==> config.mk <==
export PLATFORM = sky130hd
export DESIGN_NAME = load_store_unit_flat
export DESIGN_NICKNAME = d
export VERILOG_FILES = /design/src/rtl/core_pkg.sv /design/src/rtl/load_store_unit_if.sv /design/src/rtl/load_store_unit_align.sv /design/src/rtl/load_store_unit.sv /design/src/flat_wrapper.sv
export SDC_FILE = /design/constraint.sdc
export NUM_CORES = 1
export LEC_CHECK = 0
export ABC_AREA = 1
export CAP_MARGIN = 20
export CELL_PAD_IN_SITES_DETAIL_PLACEMENT = 1
export CELL_PAD_IN_SITES_GLOBAL_PLACEMENT = 1
export CORE_MARGIN = 2
export CORE_UTILIZATION = 29
export DETAILED_ROUTE_END_ITERATION = 8
export HOLD_SLACK_MARGIN = 0.03
export MAX_ROUTING_LAYER = met4
export PLACE_DENSITY_LB_ADDON = 0.25
export SYNTH_ARGS = -nofsm -noshare
export SYNTH_HDL_FRONTEND = slang
export SYNTH_SLANG_ARGS = --single-unit
==> constraint.sdc <==
create_clock -name CLK -period 1.9 [get_ports CLK]
set_input_delay 0.38 -clock CLK [delete_from_list [all_inputs] [get_ports CLK]]
set_output_delay 0.38 -clock CLK [all_outputs]
set_load 0.02 [all_outputs]
==> src/rtl/core_pkg.sv <==
// Shared definitions for the load/store unit.
//   F3_*        : Funct3 size/sign encodings for loads and stores
//   lsu_state_t : transaction state (IDLE -> REQ -> DONE, or IDLE -> DONE on fault)
package core_pkg;

  localparam logic [2:0] F3_B  = 3'b000;
  localparam logic [2:0] F3_H  = 3'b001;
  localparam logic [2:0] F3_W  = 3'b010;
  localparam logic [2:0] F3_BU = 3'b100;
  localparam logic [2:0] F3_HU = 3'b101;

  typedef enum logic [1:0] {
    IDLE = 2'd0,
    REQ  = 2'd1,
    DONE = 2'd2
  } lsu_state_t;

endpackage

==> src/rtl/load_store_unit_if.sv <==
// Data-memory req/ready bus.
//   MemReq/MemWE/MemAddr/MemWData/MemBE : request, driven by the master (LSU)
//   MemReady/MemRData                   : completion and word read data, driven by memory
interface load_store_unit_if #(
  parameter int D_WIDTH = 32
);

  logic               MemReq;
  logic               MemWE;
  logic [D_WIDTH-1:0] MemAddr;
  logic [D_WIDTH-1:0] MemWData;
  logic [3:0]         MemBE;
  logic               MemReady;
  logic [D_WIDTH-1:0] MemRData;

  modport master (
    output MemReq, MemWE, MemAddr, MemWData, MemBE,
    input  MemReady, MemRData
  );

  modport slave (
    input  MemReq, MemWE, MemAddr, MemWData, MemBE,
    output MemReady, MemRData
  );

endinterface

==> src/rtl/load_store_unit_align.sv <==
// Combinational byte-lane helper for the load/store unit.
//   funct3, addr     : access size/sign and low address bits
//   is_store         : selects the store legality rules
//   store_data       : raw store operand (RD2)
//   mem_rdata        : raw word read from memory
//   wdata, be        : lane-replicated store data and byte enables
//   load_data        : shifted and sign/zero-extended load result
//   misaligned       : access crosses its natural alignment
//   illegal          : Funct3 not valid for this access type
module lsu_align
  import core_pkg::*;
(
  input  logic [2:0]  funct3,
  input  logic [1:0]  addr,
  input  logic        is_store,
  input  logic [31:0] store_data,
  input  logic [31:0] mem_rdata,
  output logic [31:0] wdata,
  output logic [3:0]  be,
  output logic [31:0] load_data,
  output logic        misaligned,
  output logic        illegal
);

  logic [31:0] lane;

  always_comb begin
    lane       = mem_rdata >> {addr, 3'b000};
    wdata      = store_data;
    be         = 4'b1111;
    load_data  = mem_rdata;
    misaligned = 1'b0;
    illegal    = 1'b0;
    case (funct3)
      F3_B: begin
        wdata     = {4{store_data[7:0]}};
        be        = 4'b0001 << addr;
        load_data = {{24{lane[7]}}, lane[7:0]};
      end
      F3_H: begin
        wdata      = {2{store_data[15:0]}};
        be         = addr[1] ? 4'b1100 : 4'b0011;
        load_data  = {{16{lane[15]}}, lane[15:0]};
        misaligned = addr[0];
      end
      F3_W: begin
        misaligned = (addr != 2'b00);
      end
      // Unsigned variants exist only for loads.
      F3_BU: begin
        be        = 4'b0001 << addr;
        load_data = {24'h0, lane[7:0]};
        illegal   = is_store;
      end
      F3_HU: begin
        be         = addr[1] ? 4'b1100 : 4'b0011;
        load_data  = {16'h0, lane[15:0]};
        misaligned = addr[0];
        illegal    = is_store;
      end
      default: begin
        illegal = 1'b1;
      end
    endcase
  end

endmodule

==> src/rtl/load_store_unit.sv <==
// Memory stage of a single-cycle core: runs one data-memory transaction per
// load/store instruction and holds the core with Stall until it completes.
//   CLK, RST_N          : clock (rising edge), asynchronous active-low reset
//   MemRead, MemWrite   : instruction is a load / store (store wins if both)
//   Funct3              : access size and sign
//   ALUResult, RD2      : byte address and store data from execute
//   mem                 : req/ready data-memory bus (master side)
//   ReadData            : formatted load result for writeback
//   Stall               : core must hold PC and register writes
//   AccessFault         : one-cycle pulse on misalignment, illegal Funct3 or timeout
module load_store_unit
  import core_pkg::*;
#(
  parameter int D_WIDTH = 32,
  parameter int TIMEOUT = 16
) (
  input  logic                CLK,
  input  logic                RST_N,
  input  logic                MemRead,
  input  logic                MemWrite,
  input  logic [2:0]          Funct3,
  input  logic [D_WIDTH-1:0]  ALUResult,
  input  logic [D_WIDTH-1:0]  RD2,
  load_store_unit_if.master   mem,
  output logic [D_WIDTH-1:0]  ReadData,
  output logic                Stall,
  output logic                AccessFault
);

  localparam int CNT_W = $clog2(TIMEOUT + 1);
  localparam logic [CNT_W-1:0] CNT_LAST = CNT_W'(TIMEOUT - 1);

  lsu_state_t       state;
  logic [2:0]       f3_q;
  logic [1:0]       addr_q;
  logic [CNT_W-1:0] cnt;

  logic             access;
  logic             fault_now;
  logic [2:0]       sel_f3;
  logic [1:0]       sel_addr;
  logic [31:0]      wdata;
  logic [3:0]       be;
  logic [31:0]      load_data;
  logic             misaligned;
  logic             illegal;

  assign access = MemRead | MemWrite;

  // Request formatting uses the live instruction in IDLE; response formatting
  // in REQ uses the size and byte offset latched when the request was issued.
  assign sel_f3   = (state == IDLE) ? Funct3         : f3_q;
  assign sel_addr = (state == IDLE) ? ALUResult[1:0] : addr_q;

  lsu_align u_align (
    .funct3     (sel_f3),
    .addr       (sel_addr),
    .is_store   (MemWrite),
    .store_data (RD2),
    .mem_rdata  (mem.MemRData),
    .wdata      (wdata),
    .be         (be),
    .load_data  (load_data),
    .misaligned (misaligned),
    .illegal    (illegal)
  );

  assign fault_now = access && (misaligned || illegal);
  assign Stall     = ((state == IDLE) && access && !fault_now) || (state == REQ);

  always_ff @(posedge CLK or negedge RST_N) begin
    if (!RST_N) begin
      state        <= IDLE;
      f3_q         <= 3'b000;
      addr_q       <= 2'b00;
      cnt          <= '0;
      mem.MemReq   <= 1'b0;
      mem.MemWE    <= 1'b0;
      mem.MemAddr  <= '0;
      mem.MemWData <= '0;
      mem.MemBE    <= 4'b0000;
      ReadData     <= '0;
      AccessFault  <= 1'b0;
    end else begin
      AccessFault <= 1'b0;
      case (state)
        IDLE: begin
          if (access) begin
            if (fault_now) begin
              AccessFault <= 1'b1;
              ReadData    <= '0;
              state       <= DONE;
            end else begin
              mem.MemReq   <= 1'b1;
              mem.MemWE    <= MemWrite;
              mem.MemAddr  <= {ALUResult[D_WIDTH-1:2], 2'b00};
              mem.MemBE    <= be;
              mem.MemWData <= wdata;
              f3_q         <= Funct3;
              addr_q       <= ALUResult[1:0];
              cnt          <= '0;
              state        <= REQ;
            end
          end
        end
        REQ: begin
          if (mem.MemReady) begin
            mem.MemReq <= 1'b0;
            mem.MemWE  <= 1'b0;
            mem.MemBE  <= 4'b0000;
            // Stores leave the previous load result untouched.
            if (!mem.MemWE) begin
              ReadData <= load_data;
            end
            state <= DONE;
          end else if (cnt == CNT_LAST) begin
            mem.MemReq  <= 1'b0;
            mem.MemWE   <= 1'b0;
            mem.MemBE   <= 4'b0000;
            ReadData    <= '0;
            AccessFault <= 1'b1;
            state       <= DONE;
          end else begin
            cnt <= cnt + CNT_W'(1);
          end
        end
        // The core commits this instruction now; never start a new request here.
        DONE: begin
          state <= IDLE;
        end
        default: begin
          state <= IDLE;
        end
      endcase
    end
  end

endmodule

==> src/flat_wrapper.sv <==
// flat-port wrapper written by rule: the top's interface ports become plain ports
module load_store_unit_flat import core_pkg::*;
#(
  parameter int D_WIDTH = 32,
  parameter int TIMEOUT = 16
)
  (CLK, RST_N, MemRead, MemWrite, Funct3, ALUResult, RD2, ReadData, Stall, AccessFault, mem_MemReq, mem_MemWE, mem_MemAddr, mem_MemWData, mem_MemBE, mem_MemReady, mem_MemRData);
  load_store_unit_if #(.D_WIDTH(D_WIDTH)) mem_i ();
  input  logic CLK;
  input  logic RST_N;
  input  logic MemRead;
  input  logic MemWrite;
  input  logic [2:0] Funct3;
  input  logic [D_WIDTH-1:0] ALUResult;
  input  logic [D_WIDTH-1:0] RD2;
  output logic [D_WIDTH-1:0] ReadData;
  output logic Stall;
  output logic AccessFault;
  output wire logic [$bits(mem_i.MemReq)-1:0] mem_MemReq;
  output wire logic [$bits(mem_i.MemWE)-1:0] mem_MemWE;
  output wire logic [$bits(mem_i.MemAddr)-1:0] mem_MemAddr;
  output wire logic [$bits(mem_i.MemWData)-1:0] mem_MemWData;
  output wire logic [$bits(mem_i.MemBE)-1:0] mem_MemBE;
  input wire logic [$bits(mem_i.MemReady)-1:0] mem_MemReady;
  input wire logic [$bits(mem_i.MemRData)-1:0] mem_MemRData;
  assign mem_MemReq = mem_i.MemReq;
  assign mem_MemWE = mem_i.MemWE;
  assign mem_MemAddr = mem_i.MemAddr;
  assign mem_MemWData = mem_i.MemWData;
  assign mem_MemBE = mem_i.MemBE;
  assign mem_i.MemReady = mem_MemReady;
  assign mem_i.MemRData = mem_MemRData;
  load_store_unit #(.D_WIDTH(D_WIDTH), .TIMEOUT(TIMEOUT)) u_core (.CLK(CLK), .RST_N(RST_N), .MemRead(MemRead), .MemWrite(MemWrite), .Funct3(Funct3), .ALUResult(ALUResult), .RD2(RD2), .mem(mem_i), .ReadData(ReadData), .Stall(Stall), .AccessFault(AccessFault));
endmodule
Word level (Yosys, flattened, before mapping)
Cells that the tools add are included.
{"block": "totals", "reg_bits": 113, "input_bits": 104}
{"block": "op_classes", "n_addsub": 1, "n_eq_ne": 13, "shifts": 2, "muxes": 42, "n_bitwise": 2, "reduce_logical": 19}
{"cell": "$mux W32", "n": 5}
{"cell": "$pmux W32 S2", "n": 2}
{"cell": "$pmux W32 S4", "n": 1}
{"cell": "$shr A32 B5 Y16", "n": 1}
{"cell": "$mux W4", "n": 5}
{"cell": "$mux W5", "n": 4}
{"cell": "$pmux W4 S2", "n": 2}
{"cell": "$mux W1", "n": 10}
{"cell": "$mux W2", "n": 5}
{"cell": "$pmux W1 S2", "n": 5}
{"cell": "$pmux W5 S2", "n": 1}
{"cell": "$reduce_and A5 Y1", "n": 2}
{"cell": "$eq A3 B3 Y1 const B", "n": 2}
{"cell": "$ne A2 B2 Y1 const B", "n": 3}
{"cell": "$ne A3 B3 Y1 const B", "n": 2}
{"cell": "$reduce_or A2 Y1", "n": 3}
{"cell": "$add A5 B1 Y5 const B", "n": 1}
{"cell": "$eq A5 B4 Y1 const B", "n": 1}
{"cell": "$ne A2 B1 Y1 const B", "n": 2}
{"cell": "$pmux W2 S2", "n": 1}
{"cell": "$reduce_and A4 Y1", "n": 1}
{"cell": "$reduce_bool A2 Y1", "n": 2}
{"cell": "$shl A1 B2 Y4 const A", "n": 1}
{"cell": "$eq A3 B1 Y1 const B", "n": 1}
{"cell": "other kinds (13)", "n": 16}

Longest topological paths before layout
Gate-level depths: netlist of run 1.
{"block": "logic_depth", "word_depth": 10, "ltp_mapped": 14, "ltp_nobuf": 13}

Hierarchy
Synthesis of run 1 repeated with hierarchy kept, for this count alone.
{"block": "unflattened", "cells_unflattened": 883, "hier_area_um2": 6263.5}
{"mod": "load_store_unit", "n_inst": 1, "cells_each": 585, "area_each_um2": 4951.0, "seq_area_each_um2": 2827.7}
{"mod": "lsu_align", "n_inst": 1, "cells_each": 298, "area_each_um2": 1312.5, "seq_area_each_um2": 0.0}

Worst setup path before layout of run 1
No wires, ideal clock.
{"block": "synth_path", "path_kind": "reg2out", "start": "register u_core.state[1]", "end": "output port Stall", "arrival_time_ns": 1.677, "required_ns": 1.520, "slack_ns": -0.157, "stages_incl_launch_ff": 13, "n_path_buf": 3, "path_cell_list": "dfrtp_1 > nor2_2 > buf_6 > nand2_1 > nand2_1 > nand2_2 > nand3_2 > nand2_2 > nand2_2 > nand2_2 > buf_4 > buf_2 > nand2_1"}
{"block": "synth_via", "elab_chain_len": 10, "word_cells_on_any_way": 21}
{"element": "start: declaration", "line": "load_store_unit.sv:33", "text": "lsu_state_t state;"}
{"element": "start signal: assignment", "line": "load_store_unit.sv:73", "text": "state <= IDLE;"}
{"element": "start signal: assignment", "line": "load_store_unit.sv:92", "text": "state <= DONE;"}
{"element": "start signal: assignment", "line": "load_store_unit.sv:102", "text": "state <= REQ;"}
{"element": "$logic_not A2 Y1", "line": "load_store_unit.sv:52, load_store_unit.sv:53, load_store_unit.sv:69"}
{"element": "$mux W3", "line": "load_store_unit.sv:52", "text": "assign sel_f3 = (state == IDLE) ? Funct3 : f3_q;"}
{"element": "$eq A3 B2 Y1, or another cell as far along", "line": "load_store_unit_align.sv:34", "text": "case (funct3)"}
{"element": "$reduce_or A3 Y1 (no line) or $reduce_or A2 Y1 (tied branches)"}
{"element": "$pmux W1 S2", "line": "load_store_unit_align.sv:34"}
{"element": "$logic_or A1 B1 Y1", "line": "load_store_unit.sv:68", "text": "assign fault_now = access && (misaligned || illegal);"}
{"element": "$logic_and A1 B1 Y1", "line": "load_store_unit.sv:68"}
{"element": "$logic_not A1 Y1", "line": "load_store_unit.sv:69", "text": "assign Stall = ((state == IDLE) && access && !fault_now) || (state == REQ);"}
{"element": "$logic_and A1 B1 Y1", "line": "load_store_unit.sv:69"}
{"element": "$logic_or A1 B1 Y1 (*)", "line": "load_store_unit.sv:69"}
{"element": "end: declaration", "line": "flat_wrapper.sv:17", "text": "output logic Stall;"}
Mark *: on every way between the ends. The rest lies on a longest branch, timed or not.

Final worst setup path of run 1
Ends and elaborated chain as after synthesis.

==> results of run 1 <==
-- cell usage in the layout, fill, tap and decap left out, drive strengths merged --
cell and instances:
a21oi 5, a22oi 8, buf 116, bufinv 2, clkbuf 30, clkdlybuf4s50 202
clkinv 6, clkinvlp 3, conb 2, dfrtp 113, dlygate4sd2 1, dlygate4sd3 1
ha 2, inv 63, nand2 425, nand3 24, nand4 1, nor2 21
o2111ai 4, o21ai 62, o22ai 1, o31ai 2, or2 2, xor2 1
-- worst register-to-register path: cells and delay by family (launching register included) --
| family | cells | cell delay, ns |
|---|---|---|
| buf+inv | 6 | 0.86 |
| flops | 1 | 0.40 |
| simple gates | 10 | 0.83 |
-- cell usage after synthesis (all sizes together) --
cell type	number	share of area (%)
ha	2	0.44
nand3	24	2.5
o31ai	2	0.26
a21oi	5	0.44
or2	2	0.22
clkbuf	8	0.54
nand4	1	0.11
o22ai	1	0.11
o21ai	62	5.4
nand2	425	30
dfrtp	113	49
inv	63	4.1
conb	1	0.065
a22oi	8	1.0
buf	24	2.8
o2111ai	4	0.61
nor2	21	2.3
xor2	1	0.15
-- final cells by class --
| type | count | area, um2 |
|---|---|---|
| fill | 2220 | 8860 |
| multi-input combinational | 560 | 2980 |
| timing repair inverter | 1 | 11.3 |
| clock inverter | 10 | 111 |
| sequential | 113 | 2830 |
| tap | 265 | 332 |
| timing repair buffer | 329 | 3610 |
| clock buffer | 21 | 460 |
| inverter | 63 | 275 |
-- state kept, by name, summed over array words and instances, names as in the netlist --
signal / count
u_core.mem.MemReq: 1
u_core.f3_q: 3
u_core.mem.MemWE: 1
u_core.mem.MemWData: 32
u_core.cnt: 5
u_core.ReadData: 32
u_core.mem.MemBE: 4
u_core.state: 2
u_core.AccessFault: 1
u_core.addr_q: 2
u_core.mem.MemAddr: 30
-- kinds of logic (layout without fill, tap and decap cells) --
kind of cell             Yosys count  after routing  share of synthesized area, %
AND/OR/NAND/NOR                  473            473                          34.7
flip-flops                       113            113                          49.2
buffers and inverters             95            424                          7.49
AO/OA/AOI/OAI                     82             82                          7.86
adder cells (fa/ha/maj)            2              2                         0.436
other                              1              2                        0.0653
XOR/XNOR                           1              1                         0.153
-- path summary, 6_finish.rpt --
path / startpoint / endpoint / slack (ns) / cells after the start
hold / removal: RST_N / u_core.mem.MemBE[2] / 0.35 / 2
hold reg to reg: u_core.mem.MemReq / u_core.mem.MemReq / 0.47 / 2
setup reg to reg: u_core.state[1] / u_core.mem.MemAddr[10] / -0.29 / 16
setup / recovery: u_core.state[1] / Stall / -0.35 / 11
min in group CLK: u_core.mem.MemReq / u_core.mem.MemReq / 0.47 / 2
max in group asynchronous: RST_N / u_core.ReadData[9] / 0.98 / 3
-- power breakdown --
group / switching (mW) / internal [mW]
sequential: 0.614 / 3.41
clock: 1.22 / 1.98
combinational: 7.57 / 6.55
total: 9.40 / 11.9
-- per-stage QoR --
stage	setup slack, ns	area, um2
global placement	-0.308	8610
floorplan	-0.000233	5790
global route	-0.440	10600
detailed placement	-0.379	8610
CTS	-0.354	9930
finish	-0.351	10600
-- metal layers --
layer,vias up,wire length (um),global-route usage (%)
met3,43,1670,7.44
met2,182,13200,39.4
met5,-,0,-
li1,3008,-,-
met4,0,691,7.41
met1,3072,10300,26.4
-- timing repair --
action                                  in CTS  in global routing
gates cloned                                 7                 12
hold buffers                                 1                  0
pin swaps                                   17                 19
setup buffers                               23                 19
endpoints found under the setup margin     109                110
hold endpoints to repair                    10                  0
resized for setup                          117                113
==> metrics, run 1 <==
status=complete, but fails checks; failing checks=negative setup slack; first-pass GRT wire length=roughly 36,000 um; Area Overhead vs Synth=84.6%; n_diodes=0; RSZ-0062 raised after global routing=yes; DRT iter0 DRCs=approximately 240; CTS tree=done; Placed Cells=approximately 1.3k; ANT nets after route=0; TritonCTS Buffers=17; Max IR drop VDD=roughly 1000 uV; WHS=between 0.3 and 0.4 ns; crit-path cells=nor2_2 > buf_12 > nand2_2 > nand2_4 > nand2_2 > nand2_2 > nand2_2 > nand2_4 > nand2_8 > nand2_4 > buf_6; Post-Syn Area=about 5700 um2; Synthesis Warnings=0; CTS clk-pin slew, worst paths=around 0.060 ns; initial antenna violation count=0; root buf cell=clkbuf_16; DRC=0; mean number of vias per cell=4.63; final hold vios=0; Worst Clk Skew=approximately 0.012 ns; sequential area share after synthesis=between 40% and 50%; Clock Latency Late Sink=0.43 ns; drt total wl=around 26,000 um; Yosys reg bits=around 110; DP HPWL=roughly 16,000 um; Leak=roughly 5.3 nW; CP max-delay cell=dfrtp_1; setup_tns=-20.77 ns; PortBufs=205; Tmin final=approximately 2.3 ns; largest net degree at the start of global routing=between 50 and 60; Nets=1,191; GP Congestion=~0.84; via count=approximately 6.3k; CP top delay family=simple AND/OR/NAND/NOR gates; Max Clk Rate=0.444 GHz; Initial Util=between 20% and 30%; Avg Inst Size Synth=7.49 um2; fin cells=1,362; critical path class=reg -> out; CP max stage delay=0.40 ns; grt ovf=0; chip width=roughly 140 um; Crit path buffers/inverters=2; TritonCTS Sinks=between 100 and 150; Period Utilization, post-route=118%; worst path required time=around 1.5 ns; PnR worst setup slack=-0.351 ns; share of layout cells above drive strength 1=a little over a quarter; H-tree depth=4; overall power=21.4 mW; io pins=between 200 and 250; die area=20,900 um2; Core Area=between 15,000 and 20,000 um2; max cap viols=0; Wirelength per Cell=approximately 19 um; cell repeated most along the worst path=nand2_2; crit end category=output pin; Worst Path Arrival=~1.9 ns; setup violators final=~110; distinct cell type count after synthesis=31; Row Count=51; Die Y=between 100 and 150 um; Slew Viols, Final=0; Hold Crit Class=in -> async; Final Core Density=54.5%; clk buf depth=2; Setup crit start kind=register; vias in the first global route=around 6.7k; Global Route Usage Sum=a little under a quarter; CP Max Fanout=7; First-pass DRT Iterations=4; power per cell area=2010 nW/um2; cells after synthesis=between 700 and 800
Power figures use the tool's default switching activity.
==> run 2: changes to the inputs <==
- CTS_CLUSTER_DIAMETER: unset -> 40
==> results of run 2 <==
Final layout, timing and power as in run 1 (identical DEF).
==> run 3: changes to the inputs <==
- CORE_MARGIN: 2 -> unset
==> run 3 against run 2 <==
Net effect: highest routed layer unchanged; cell area shrank 0.13%; routed wire length shrank 2.8%; critical path depth shrank 5; critical endpoint unchanged; critical path type unchanged; hold slack gained 0.11 ns; the flow still finishes with violations (negative setup slack); final cell count shrank 0.22%; first-iteration DRC count grew 16%; register-to-register slack gained 0.02 ns; count of clock-buffer cells in the layout shrank 4.
==> metrics, run 3 (synthesis results as in run 1) <==
Period Utilization, post-route=119% (was 118%); final hold vios=0 (unchanged); grt ovf=0 (unchanged); CTS clk-pin slew, worst paths=0.06 ns (about the same); Global Route Usage Sum=24.4% (was 23.3%); Final Core Density=54.4% (was 54.5%); First-pass DRT Iterations=4 (unchanged); Core Area=19,500 um2 (unchanged); Row Count=51 (unchanged); root buf cell=clkbuf_16 (unchanged); FILL cells=2,263 (was 2,220); TritonCTS Buffers=17 (unchanged); cell repeated most along the worst path=buf_6 (was nand2_2); Worst Path Arrival=1.88 ns (was 1.87 ns); most common cell after layout, fill and taps aside=nand2_1 (unchanged); Clock Latency Late Sink=0.42 ns (was 0.43 ns); CP max stage delay=0.42 ns (was 0.40 ns); via count=6,318 (was 6,305); Crit path buffers/inverters=4 (was 2); setup violators final=110 (was 111); Worst Clk Skew=0.00778 ns (was 0.0119 ns); TritonCTS Sinks=113 (unchanged); failing checks=negative setup slack (unchanged); share of layout cells above drive strength 1=27.1% (was 26.7%); max cap viols=0 (unchanged); Wirelength per Cell=18.5 um (was 19.0 um); CP Max Fanout=5 (was 7); vias in the first global route=6,622 (was 6,699); mean number of vias per cell=4.65 (was 4.63); CP top delay family=buffers and inverters (was simple AND/OR/NAND/NOR gates); Tmin final=2.26 ns (was 2.25 ns); setup_tns=-21.84 ns (was -20.77 ns); drt total wl=25,200 um (was 25,900 um); Hold Crit Class=in -> async (unchanged); first-pass GRT wire length=36,200 um (was 35,600 um); Leak=5.32 nW (was 5.27 nW); Setup crit start kind=register (unchanged); critical path class=reg -> out (unchanged); chip width=143 um (was 145 um); n_diodes=0 (unchanged); DRT iter0 DRCs=281 (was 243); Die Y=143 um (was 145 um); CP max-delay cell=dfrtp_1 (unchanged); DP HPWL=15,700 um (was 15,800 um); H-tree depth=4 (unchanged); worst path required time=1.52 ns (about the same); largest net degree at the start of global routing=41 (was 55); DRC=0 (unchanged); biggest regs=u_core.ReadData: 32 flops, u_core.mem.MemWData: 32 flops, u_core.mem.MemAddr: 30 flops (unchanged); CTS tree=done (unchanged); io pins=208 (unchanged); initial antenna violation count=0 (unchanged); crit-path cells=buf_6 > nor2_1 > inv_1 > buf_4 > nand2_4 > buf_6 (was nor2_2 > buf_12 > nand2_2 > nand2_4 > nand2_2 > nand2_2 > nand2_2 > nand2_4 > nand2_8 > nand2_4 > buf_6); Initial Util=29.5% (unchanged); Area Overhead vs Synth=84.4% (was 84.6%); Slew Viols, Final=0 (unchanged); Nets=1,187 (was 1,191); RSZ-0062 raised after global routing=yes (unchanged); power per cell area=2010 nW/um2 (about the same); clk buf depth=2 (unchanged); ANT nets after route=0 (unchanged); PortBufs=205 (unchanged); Max IR drop VDD=1000 uV (about the same); Max Clk Rate=0.443 GHz (was 0.444 GHz); PnR worst setup slack=-0.360 ns (was -0.351 ns); die area=20,400 um2 (was 20,900 um2); GP Congestion=0.823 (was 0.844); most frequent cells in the layout=nand2_1 (330), clkdlybuf4s50_1 (202), dfrtp_1 (113) (was nand2_1 (340), clkdlybuf4s50_1 (202), dfrtp_1 (113)); status=complete, but fails checks (unchanged); crit end category=output pin (unchanged)
==> run 3: changes by cell type in the layout (fill, tap and decap cells not counted), sizes merged, moves of 2 or more <==
| cell | before | now |
|---|---|---|
| buf | 116 | 109 |
| bufbuf | 0 | 2 |
| bufinv | 2 | 4 |
| clkbuf | 30 | 27 |
| clkinv | 6 | 8 |
| inv | 63 | 65 |
==> run 3: stage by stage <==
stage               instance area (um2)  power, mW  hold WS [ns]  instances  worst slack (ns)
finish                            10600       21.2         0.464       1359            -0.360
detailed placement                 8760       14.4         0.380       1283            -0.381
CTS                               10000       19.8         0.477       1342            -0.371
global route                      10600       22.5         0.492       1359            -0.426
floorplan                          5790       9.27        0.0844        768         -0.000233
global placement                   8760       14.2         0.376       1283            -0.263
==> run 3: per-layer routing <==
| layer | vias to the layer above | global-route usage (%) | share of wire [%] |
|---|---|---|---|
| met1 | 3084 | 29.2 | 41 |
| met4 | 0 | 5.38 | 1.5 |
| met3 | 27 | 7.48 | 6.7 |
| met2 | 201 | 40.2 | 51 |
| li1 | 3006 | - | - |
| met5 | - | - | 0 |
==> run 3: where the power goes <==
part           switching [mW]  total, mW  internal (mW)
Sequential              0.651       4.06           3.41
Combinational            7.32       13.7           6.35
Clock                    1.30       3.52           2.21
==> run 3: final cells by class <==
class	count	area [um2]	area share [%]
repair inverters	1	11.3	0.106
flip-flops and latches	113	2830	26.7
inverters	63	283	2.67
repair buffers	325	3550	33.5
well taps	265	332	3.13
clock buffers	17	425	4.02
clock inverters	15	210	1.98
multi-input cells	560	2950	27.9
==> run 3: path summary, 6_finish.rpt <==
path / to / slack (ns) / from / depth (start not counted)
setup reg to reg: u_core.mem.MemAddr[10] / -0.27 / u_core.state[1] / 17
min in group CLK: u_core.mem.MemReq / 0.48 / u_core.mem.MemReq / 2
setup / recovery: Stall / -0.36 / u_core.state[1] / 6
max in group asynchronous: u_core.mem.MemWData[30] / 0.82 / RST_N / 3
hold / removal: u_core.addr_q[0] / 0.46 / RST_N / 2
hold reg to reg: u_core.mem.MemReq / 0.48 / u_core.mem.MemReq / 2
==> run 3: repair_timing <==
action / 4_1_cts / 5_1_grt
endpoints found under the hold margin: 26 / 0
setup endpoints to repair: 106 / 112
pin swaps: 12 / 19
setup buffers: 17 / 12
hold buffers: 1 / 0
cloned: 9 / 14
gates resized for setup: 89 / 126
